### src/rtl/vga_plat_renderer.sv
// VGA timing generator plus multi-band platform renderer, one pixel per clk.
// Latency: all outputs registered one clock after the internal (h,v) counters.
// No backpressure: free-running raster; optional VGA_GRID_EN adds a 32-px debug grid.
module vga_plat_renderer #(
  parameter int H_ACTIVE = 640,
  parameter int H_FP     = 16,
  parameter int H_SYNC   = 96,
  parameter int H_BP     = 48,
  parameter int V_ACTIVE = 480,
  parameter int V_FP     = 10,
  parameter int V_SYNC   = 2,
  parameter int V_BP     = 33,
  parameter int SYNC_POL = 0,
  parameter int NUM_PLAT = 2,
  parameter int RGB_W    = 3,
  parameter int CW       = 10
) (
  input  logic                      clk,
  input  logic                      reset,
  input  logic [NUM_PLAT*CW-1:0]    plat_start,
  input  logic [NUM_PLAT*CW-1:0]    plat_end,
  input  logic [NUM_PLAT*RGB_W-1:0] plat_color,
  input  logic [RGB_W-1:0]          bg_color,
  output logic                      hsync,
  output logic                      vsync,
  output logic [RGB_W-1:0]          rgb,
  output logic [CW-1:0]             hcount,
  output logic [CW-1:0]             vcount,
  output logic                      active,
  output logic                      frame_start
);

  localparam int H_TOTAL = H_ACTIVE + H_FP + H_SYNC + H_BP;
  localparam int V_TOTAL = V_ACTIVE + V_FP + V_SYNC + V_BP;

  localparam logic [CW-1:0] H_LAST  = CW'(H_TOTAL - 1);
  localparam logic [CW-1:0] V_LAST  = CW'(V_TOTAL - 1);
  localparam logic [CW-1:0] H_ACT_C = CW'(H_ACTIVE);
  localparam logic [CW-1:0] V_ACT_C = CW'(V_ACTIVE);
  localparam logic [CW-1:0] HS_BEG  = CW'(H_ACTIVE + H_FP);
  localparam logic [CW-1:0] HS_END  = CW'(H_ACTIVE + H_FP + H_SYNC);
  localparam logic [CW-1:0] VS_BEG  = CW'(V_ACTIVE + V_FP);
  localparam logic [CW-1:0] VS_END  = CW'(V_ACTIVE + V_FP + V_SYNC);
  localparam logic          SYNC_ON = (SYNC_POL != 0);

  logic [CW-1:0]             h;
  logic [CW-1:0]             v;
  logic                      frame_end;
  logic [NUM_PLAT*CW-1:0]    sh_start;
  logic [NUM_PLAT*CW-1:0]    sh_end;
  logic [NUM_PLAT*RGB_W-1:0] sh_color;
  logic [NUM_PLAT-1:0]       hit;
  logic [RGB_W-1:0]          pix_color;
  logic                      pix_active;
  logic                      in_hs;
  logic                      in_vs;

  assign frame_end  = (h == H_LAST) && (v == V_LAST);
  assign pix_active = (h < H_ACT_C) && (v < V_ACT_C);
  assign in_hs      = (h >= HS_BEG) && (h < HS_END);
  assign in_vs      = (v >= VS_BEG) && (v < VS_END);

  // Raster counters: h every clock, v on h wrap; reset restarts at (0,0).
  always_ff @(posedge clk) begin
    if (reset) begin
      h <= '0;
      v <= '0;
    end else if (h == H_LAST) begin
      h <= '0;
      v <= (v == V_LAST) ? '0 : v + 1'b1;
    end else begin
      h <= h + 1'b1;
    end
  end

  // Geometry shadow: captured only between frames so game logic cannot tear a frame.
  always_ff @(posedge clk) begin
    if (reset || frame_end) begin
      sh_start <= plat_start;
      sh_end   <= plat_end;
      sh_color <= plat_color;
    end
  end

  // Band hit test and priority colour select (lowest index wins, else background).
  always_comb begin
    hit       = '0;
    pix_color = bg_color;
    for (int i = 0; i < NUM_PLAT; i++) begin
      hit[i] = (v >= sh_start[i*CW +: CW]) && (v < sh_end[i*CW +: CW]);
    end
    for (int i = NUM_PLAT - 1; i >= 0; i--) begin
      if (hit[i]) pix_color = sh_color[i*RGB_W +: RGB_W];
    end
`ifdef VGA_GRID_EN
    if ((hit == '0) && ((h[4:0] == 5'd0) || (v[4:0] == 5'd0))) pix_color = ~bg_color;
`else
`endif
  end

  // Output stage: everything registered from the same (h,v) so all outputs stay aligned.
  always_ff @(posedge clk) begin
    if (reset) begin
      hsync       <= ~SYNC_ON;
      vsync       <= ~SYNC_ON;
      rgb         <= '0;
      hcount      <= '0;
      vcount      <= '0;
      active      <= 1'b0;
      frame_start <= 1'b0;
    end else begin
      hsync       <= in_hs ? SYNC_ON : ~SYNC_ON;
      vsync       <= in_vs ? SYNC_ON : ~SYNC_ON;
      rgb         <= pix_active ? pix_color : '0;
      hcount      <= h;
      vcount      <= v;
      active      <= pix_active;
      frame_start <= (h == '0) && (v == '0);
    end
  end

endmodule

### config.mk
export PLATFORM = sky130hd
export DESIGN_NAME = vga_plat_renderer
export DESIGN_NICKNAME = d
export VERILOG_FILES = /design/src/rtl/vga_plat_renderer.sv
export SDC_FILE = /design/constraint.sdc
export NUM_CORES = 1
export LEC_CHECK = 0
export CORE_AREA = 4 4 71 122
export CTS_BUF_LIST = sky130_fd_sc_hd__clkbuf_8
export CTS_CLUSTER_DIAMETER = 200
export DETAILED_ROUTE_END_ITERATION = 12
export DIE_AREA = 0 0 75 126
export GPL_TIMING_DRIVEN = 0
export PLACE_DENSITY = 0.8
export SYNTH_ARGS = -nofsm -noshare
export SYNTH_HDL_FRONTEND = slang
export SYNTH_SLANG_ARGS = --single-unit
### constraint.sdc
create_clock -name clk -period 3.3 [get_ports clk]
set_clock_uncertainty 0.1 [all_clocks]
set_input_delay 0.66 -clock clk [delete_from_list [all_inputs] [get_ports clk]]
set_output_delay 0.66 -clock clk [all_outputs]
set_load 0.005 [all_outputs]
==> results.ini, run 1 <==
[logic_synthesis]
synth_top_family_by_area = simple AND/OR/NAND/NOR gates
synth-main-ff-cell = dfxtp_1
postSynthRegisterBits = 93
muxShareOfSynthArea_pct = 0.741
syn_area_per_cell_um2 = 11.7
ys_warn_count = 0
yosysSeqAreaShare_pct = 57.3
netlist_instances = 345
postSynth.asyncResetShare_pct = 0
synth_nets = 438
synthSimpleGateAreaFrac_pct = 13.8
synth-edff-count = 46
synth_cell_type_count = 45
yosys.area_share.adder_pct = 13.0
synth-compound-area-share_pct = 7.29
syn_area_mm2 = 0.00405
yosys.area_share.xor_xnor_pct = 3.24

[clock_network]
htree_num_levels = 3
cts_num_sinks = 93
cts-root-buf = clkbuf_8
insertion_delay_ns = 0.36
clock_path_buffers = 2
cts_buffers = 9
cts_resized = 0
cts_tree = built
ctsHoldBuffers = 0
clkTransAtPathRegs_ns = 0.08
cts_setup_buffers = 0

[placement]
port_buffers = 77
dpl.hpwl_mm = 5.68
placed_cells = 510
gp_congestion = 0.804
pre_cts_ws_ns = 0.513

[cells_and_area]
nets = 526
drive_above_1_share_pct = 5.02
utilization_pct = 67.4
final_cell_mix = clkdlybuf4s50_1, dfxtp_1, edfxtp_1
fillers = 558
area_delta_synth_final_pct = 26.7
final_cells = 526
antenna_cells = 0
mostFrequentLayoutCell = clkdlybuf4s50_1

[worst_setup_path]
crit_required_ns = 3.17
cp_max_fo = 55
worstPathArrival_ns = 2.63
startpoint_type = flip-flop
critPathKind = reg -> reg
cp-end-kind = flip-flop

[drt]
met3_length_um = 359
wl_met2_mm = 4.24
highest_layer = met4
met1_length_mm = 2.66
wl_per_cell_um = 14.4
via_count = 2788
routed_wirelength_mm = 7.59
detail-route-antenna-nets = 0
drc = 0
drt_first_pass_iters = 4
vias_per_cell = 5.30
drt-initial-drc-count = 91

[floorplanning]
coreArea_mm2 = 0.00762
fp.dieArea_mm2 = 0.00945
rows = 42
die_x_um = 75
top_level_ports = 78
die_h_um = 126
initial_core_util_pct = 53.2

[global_routing]
grt_pass1_wl_mm = 12.1
antenna_found_initial = 0
globalRouteOverflowTotal = 0
grt_pass1_vias = 2756
grtUsageTotal_pct = 17.1
grt_max_degree = 56

[timing]
tightest_slew_ns = 1.12
fin_ws_ns = 0.544
drv_slew = 0
max_freq_mhz = 363
setup-violations-final = 0
slew_headroom_pct = 25.4
finalHoldViolCount = 0
layout_min_cycle_time_ns = 2.76
period_share_pct = 83.5
tns_ns = 0
rsz0062_at_grt = false

[run]
max-cap-violations = 0

[run_status]
status = finished clean

[hold_path]
min_path_type = reg -> reg

[power_and_ir_drop]
leakagePower_nw = 2.18
power.density_mw_per_mm2 = 429
ir_drop_v = 0.000419

metrics by stage:
| step | hold WS, ns | instance area (µm²) | power [mW] |
|---|---|---|---|
| 2_1_floorplan | 0.364 | 4050 | 1.38 |
| 5_1_grt | 0.444 | 5130 | 2.29 |
| 3_3_place_gp | 0.397 | 4930 | 1.47 |
| 4_1_cts | 0.421 | 5130 | 2.22 |
| 3_5_place_dp | 0.408 | 4930 | 1.48 |
| 6_report | 0.421 | 5130 | 2.20 |
area by class of cell:
| cell class | instances | area, µm² | area share (%) |
|---|---|---|---|
| Multi-Input combinational cell | 204 | 1540 | 30.0 |
| Inverter | 41 | 154 | 3.00 |
| Clock buffer | 11 | 151 | 2.95 |
| Tap cell | 88 | 110 | 2.14 |
| Timing Repair Buffer | 77 | 771 | 15.0 |
| Sequential cell | 93 | 2320 | 45.2 |
| Clock inverter | 5 | 51.3 | 0.999 |
| Buffer | 7 | 32.5 | 0.634 |
power by group:
part	internal, mW	switching [mW]
clock	0.386	0.366
sequential	1.27	0.0176
combinational	0.0953	0.0671
flip-flops by register name, summed over array words and instances, names as in the netlist:
signal       flops
sh_end          20
vsync            1
rgb              3
vcount          10
h               10
sh_start        20
hsync            1
active           1
frame_start      1
hcount          10
v               10
sh_color         6
critical path, stage by stage (launching register included):
cell     delay, ns
dfxtp_1       0.41
ha_1          0.23
nand3_2       0.16
nor4_4        0.44
a21o_1        0.16
buf_2         0.85
metal layers:
metal / global-route usage [%] / up-vias
li1: - / 1389
met1: 16.1 / 1307
met2: 30.7 / 76
met3: 4.47 / 16
met4: 11.0 / 0
met5: 0 / -
kinds of logic (layout without fill, tap and decap cells):
logic type,Yosys count,count (layout)
AND/OR/NAND/NOR,99,99
flip-flops,93,93
buffers and inverters,48,141
AO/OA/AOI/OAI,45,45
adder cells (fa/ha/maj),42,42
XOR/XNOR,15,15
multiplexers,3,3
path summary, 6_finish.rpt:
path          endpoint  startpoint  slack, ns  cells past startpoint
max          sh_end[2]        h[0]       0.54                      5
min reg2reg  hcount[1]        h[1]       0.42                      2
max reg2reg  sh_end[2]        h[0]       0.54                      5
min          hcount[1]        h[1]       0.42                      2
Yosys cell counts (all sizes together), types with 6 or more instances:
cell type   n  share of area, %
dfxtp      47                23
edfxtp     46                34
ha         42                13
inv        41               3.8
nor2       26               2.5
nor2b      16               2.5
a21oi      14               1.7
nand2      10              0.93
nand4       9               1.5
a21o        8               1.5
xnor2       8               1.7
o21ai       7              0.86
xor2        7               1.5
nand3       6              0.86
nor3        6              0.74
(Power assumes the default switching activity.)
==> run 2, diff against run 1 <==
==> constraint.sdc (replaced) <==
create_clock -name clk -period 2.8 [get_ports clk]
set_clock_uncertainty 0.1 [all_clocks]
set_input_delay 0.56 -clock clk [delete_from_list [all_inputs] [get_ports clk]]
set_output_delay 0.56 -clock clk [all_outputs]
set_load 0.005 [all_outputs]
==> run 2 against run 1 <==
Compared with the run above: core utilization up 0.13 points; non-clock buffer count unchanged; final cell count unchanged; flip-flop and latch count unchanged; clock power up 18%; register-to-register slack worse by 0.22 ns; maximum frequency up 11%; cell area up 0.19%; sequential share of layout area down 0.064 points; power up 18%; critical path depth unchanged; critical path type unchanged; highest routed layer unchanged; first-iteration DRC count up 24%.
==> results.ini, run 2 (synthesized netlist as in run 1, its figures left out) <==
[run_status]
status = finished clean

[drt]
vias_per_cell = 5.28
drt_first_pass_iters = 4
via_count = 2778
routed_wirelength_mm = 7.60
drc = 0
detail-route-antenna-nets = 0
wl_per_cell_um = 14.5
drt-initial-drc-count = 113

[placement]
dpl_cell_area_mm2 = 0.00493
port_buffers = 77
dpl.hpwl_mm = 5.68
gp_congestion = 0.804

[clock_network]
clkTransAtPathRegs_ns = 0.08
cts_num_sinks = 93
insertion_delay_ns = 0.36
cts-root-buf = clkbuf_8
htree_num_levels = 3
cts_buffers = 9
cts_tree = built
ctsHoldBuffers = 0
clock_path_buffers = 2

[worst_setup_path]
critPathMaxStageDelay_ns = 0.58
reg2regPathDepth = 5
worstPathArrival_ns = 2.37
cp_max_fo = 55
path_buf_inv = 1
cpMaxStageDelayCell = clkbuf_4
cp-end-kind = flip-flop
critPathKind = reg -> reg
crit_family = simple AND/OR/NAND/NOR gates
startpoint_type = flip-flop
crit_required_ns = 2.69
cp_num_cells = 5
path_cells = ha_1, nand3_2, nor4_4, a21o_1, clkbuf_4

[hold_path]
hold_depth = 2
min_path_type = reg -> reg

[global_routing]
grt_pass1_wl_mm = 12.1
grt_pass1_vias = 2756
antenna_found_initial = 0
grt_max_degree = 56
grtUsageTotal_pct = 17.1
globalRouteOverflowTotal = 0

[cells_and_area]
final_cell_mix = clkdlybuf4s50_1, dfxtp_1, edfxtp_1
drive_above_1_share_pct = 5.48
post-route-cell-area_mm2 = 0.00514
antenna_cells = 0
nets = 526
mostFrequentLayoutCell = clkdlybuf4s50_1
area_delta_synth_final_pct = 27.0
largestRegisters = sh_end: 20 flops, sh_start: 20 flops
fillers = 557

[run]
max-cap-violations = 0

[power_and_ir_drop]
switching_share_pct = 20.5
combPwrFrac_pct = 7.4
ir_drop_v = 0.000491
leakagePower_nw = 2.19
power.density_mw_per_mm2 = 505
p_int_mw = 2.06
seq_power_share_pct = 58.4
clkPwrFrac_pct = 34.2
power.switching_uw = 532

[timing]
slew_headroom_pct = 53.7
tightest_slew_ns = 0.694
setup-violations-final = 0
rsz0062_at_grt = false
max_freq_mhz = 404
drv_slew = 0
finalHoldViolCount = 0
period_share_pct = 88.4
tns_ns = 0
layout_min_cycle_time_ns = 2.48

[floorplanning]
initial_core_util_pct = 53.2
top_level_ports = 78
coreArea_mm2 = 0.00762
rows = 42
die_h_um = 126
fp.dieArea_mm2 = 0.00945
die_x_um = 75

## run 2: cell type report
type                    instances  area (µm²)  area share (%)
plain buffers                   7        35.0           0.681
well taps                      88         110            2.14
clock buffers                  11         151            2.94
multi-input cells             204        1550            30.1
inverters                      41         154            2.99
flip-flops and latches         93        2320            45.2
repair buffers                 77         771            15.0
clock inverters                 5        51.3           0.997
## run 2: metal layers
metal	up-vias	global-route usage, %	part of all wire, %
met5	-	0	0
met4	0	11.0	3.6
met3	16	4.47	4.5
met2	68	30.7	57
met1	1305	16.1	35
li1	1389	-	-
## run 2: worst register-to-register path, cell delays in order (launching register included)
cell	delay [ns]
dfxtp_1	0.41
ha_1	0.23
nand3_2	0.16
nor4_4	0.44
a21o_1	0.17
clkbuf_4	0.58
## run 2: timing repair
action,in CTS,in global routing
setup endpoints to repair,0,58
setup buffers,0,0
gates resized for setup,0,3
## run 2: through the flow
| stage | worst slack [ns] | hold slack, ns | util [%] | power, mW | cells |
|---|---|---|---|---|---|
| global placement | 0.0973 | 0.397 | 64.7 | 1.73 | 510 |
| finish | 0.324 | 0.423 | 67.5 | 2.60 | 526 |
| detailed placement | 0.0651 | 0.408 | 64.7 | 1.74 | 510 |
| global route | 0.100 | 0.444 | 67.5 | 2.70 | 526 |
| CTS | 0.0290 | 0.421 | 67.4 | 2.62 | 526 |
| floorplan | 0.439 | 0.364 | - | 1.63 | 345 |
## run 2: final timing paths
kind,from,end,slack [ns]
worst max-delay path,h[0],sh_end[2],0.32
worst min-delay path,h[1],hcount[1],0.42
worst max register to register,h[0],sh_end[2],0.32
worst min register to register,h[1],hcount[1],0.42
## run 2: power by group through the flow
stage          clock network [mW]  registers, mW  logic [mW]
2_1_floorplan                   0           1.54      0.0832
3_3_place_gp                    0           1.55       0.183
3_5_place_dp                    0           1.55       0.192
4_1_cts                     0.905           1.52       0.194
5_1_grt                     0.963           1.52       0.216
6_report                    0.887           1.52       0.193
==> run 3, diff against run 2 <==
==> constraint.sdc (replaced) <==
create_clock -name clk -period 2.4 [get_ports clk]
set_clock_uncertainty 0.1 [all_clocks]
set_input_delay 0.48 -clock clk [delete_from_list [all_inputs] [get_ports clk]]
set_output_delay 0.48 -clock clk [all_outputs]
set_load 0.005 [all_outputs]
==> run 3 against run 2 <==
Compared with the run above: routed wire length grew 0.78%; worst setup slack lost 0.21 ns; critical endpoint is now rgb[2]; largest power group unchanged; via count grew 0.40%; combinational power grew 19%; critical path depth grew 1; die area is the same; sequential power grew 16%; final cell count grew 0.19%; power grew 17%; cell area grew 0.56%; hold slack gained 0.0038 ns; non-clock buffer count grew 1.
==> results.ini, run 3 (synthesized netlist as in run 1, its figures left out) <==
[drt]
drt-initial-drc-count = 125
routed_wirelength_mm = 7.66
drc = 0
vias_per_cell = 5.29
via_count = 2789
wl_per_cell_um = 14.5
drt_first_pass_iters = 4
detail-route-antenna-nets = 0

[worst_setup_path]
crit_required_ns = 2.59
worstPathArrival_ns = 2.48
r2r_start = v[1]
rr_endpoint = rgb[2]
cp-end-kind = flip-flop
critPathKind = reg -> reg
reg2reg_slack_ns = 0.11
reg2regPathDepth = 6
cp_max_fo = 10
startpoint_type = flip-flop
crit_start = v[1]

[hold_path]
min-delay-start = h[9]
hold_depth = 2
min_path_type = reg -> reg
hold_end = h[9]

[placement]
dpl_cell_area_mm2 = 0.00493
gp_congestion = 0.804
dpl.hpwl_mm = 5.68
port_buffers = 77

[floorplanning]
rows = 42
initial_core_util_pct = 53.2
coreArea_mm2 = 0.00762
top_level_ports = 78
die_x_um = 75
fp.dieArea_mm2 = 0.00945
die_h_um = 126

[clock_network]
cts_tree = built
htree_num_levels = 3
clock_path_buffers = 2
ctsHoldBuffers = 0
cts_buffers = 9
insertion_delay_ns = 0.36
cts_num_sinks = 93
clkTransAtPathRegs_ns = 0.09
cts-root-buf = clkbuf_8

[timing]
layout_min_cycle_time_ns = 2.29
max_freq_mhz = 437
rsz0062_at_grt = false
period_share_pct = 95.4
drv_slew = 0
holdWs_ns = 0.426
finalHoldViolCount = 0
tightest_slew_ns = 0.480
setup-violations-final = 0
slew_headroom_pct = 67.6

[cells_and_area]
largestRegisters = sh_end: 20 flops, sh_start: 20 flops
area_delta_synth_final_pct = 27.7
post-route-cell-area_mm2 = 0.00517
fillers = 554
final_cell_mix = clkdlybuf4s50_1, edfxtp_1, inv_1, dfxtp_1, ha_1
mostFrequentLayoutCell = clkdlybuf4s50_1
nets = 527
drive_above_1_share_pct = 6.83
antenna_cells = 0

[run_status]
status = finished clean

[global_routing]
globalRouteOverflowTotal = 0
grtUsageTotal_pct = 17.2
grt_pass1_vias = 2768
antenna_found_initial = 0
grt_pass1_wl_mm = 12.1
grt_max_degree = 56

[power_and_ir_drop]
leakagePower_nw = 2.20
power.density_mw_per_mm2 = 586
ir_drop_v = 0.000576

[run]
max-cap-violations = 0

-- run 3: cell types whose count changed in the layout (fill, tap and decap cells not counted), sizes merged --
cell | previous run | this run
buf | 1 | 2
-- run 3: per-layer routing --
metal / global-route usage, % / up-vias / part of all wire (%)
met3: 4.47 / 16 / 4.4
met5: 0 / - / 0
met4: 10.9 / 0 / 3.6
li1: - / 1391 / -
met2: 30.8 / 71 / 57
met1: 16.2 / 1311 / 35
-- run 3: power breakdown --
group	internal, mW	switching [mW]
sequential	1.74	0.0241
clock	0.531	0.505
combinational	0.134	0.0946
-- run 3: layout make-up --
| cell class | instances | area [µm²] | share of cell area (%) |
|---|---|---|---|
| Sequential cell | 93 | 2330 | 45.0 |
| Multi-Input combinational cell | 204 | 1560 | 30.1 |
| Timing Repair Buffer | 78 | 778 | 15.0 |
| Inverter | 41 | 154 | 2.97 |
| Clock buffer | 11 | 151 | 2.93 |
| Tap cell | 88 | 110 | 2.13 |
| Clock inverter | 5 | 51.3 | 0.992 |
| Buffer | 7 | 41.3 | 0.798 |
-- run 3: how the worst max path moves through the flow --
stage	end	slack [ns]
floorplan	sh_color[0]	0.04
finish	rgb[2]	0.11
global placement	sh_start[14]	-0.30
global route	sh_start[11]	0.02
detailed placement	sh_end[9]	-0.33
CTS	rgb[2]	0.02
-- run 3: critical path: stages, from the launching register on --
cell      delay [ns]
dfxtp_1         0.61
ha_1            0.32
a211oi_1        0.18
o21ai_0         0.21
a221o_1         0.41
or2_1           0.26
a21oi_1         0.13
-- run 3: stage by stage --
step	util [%]	TNS [ns]	cells	power, mW	setup WS [ns]
2_1_floorplan	-	0	345	1.90	0.0395
4_1_cts	67.7	0	527	3.05	0.0233
5_1_grt	67.9	0	527	3.15	0.0170
3_3_place_gp	64.7	-15.75	510	2.02	-0.303
6_report	67.9	0	527	3.03	0.111
3_5_place_dp	64.7	-17.89	510	2.03	-0.335
-- run 3: what timing repair did --
action / 4_1_cts / 5_1_grt
pin swaps: 1 / 3
setup buffers: 1 / 0
setup endpoints to repair: 58 / 49
gates resized for setup: 6 / 6
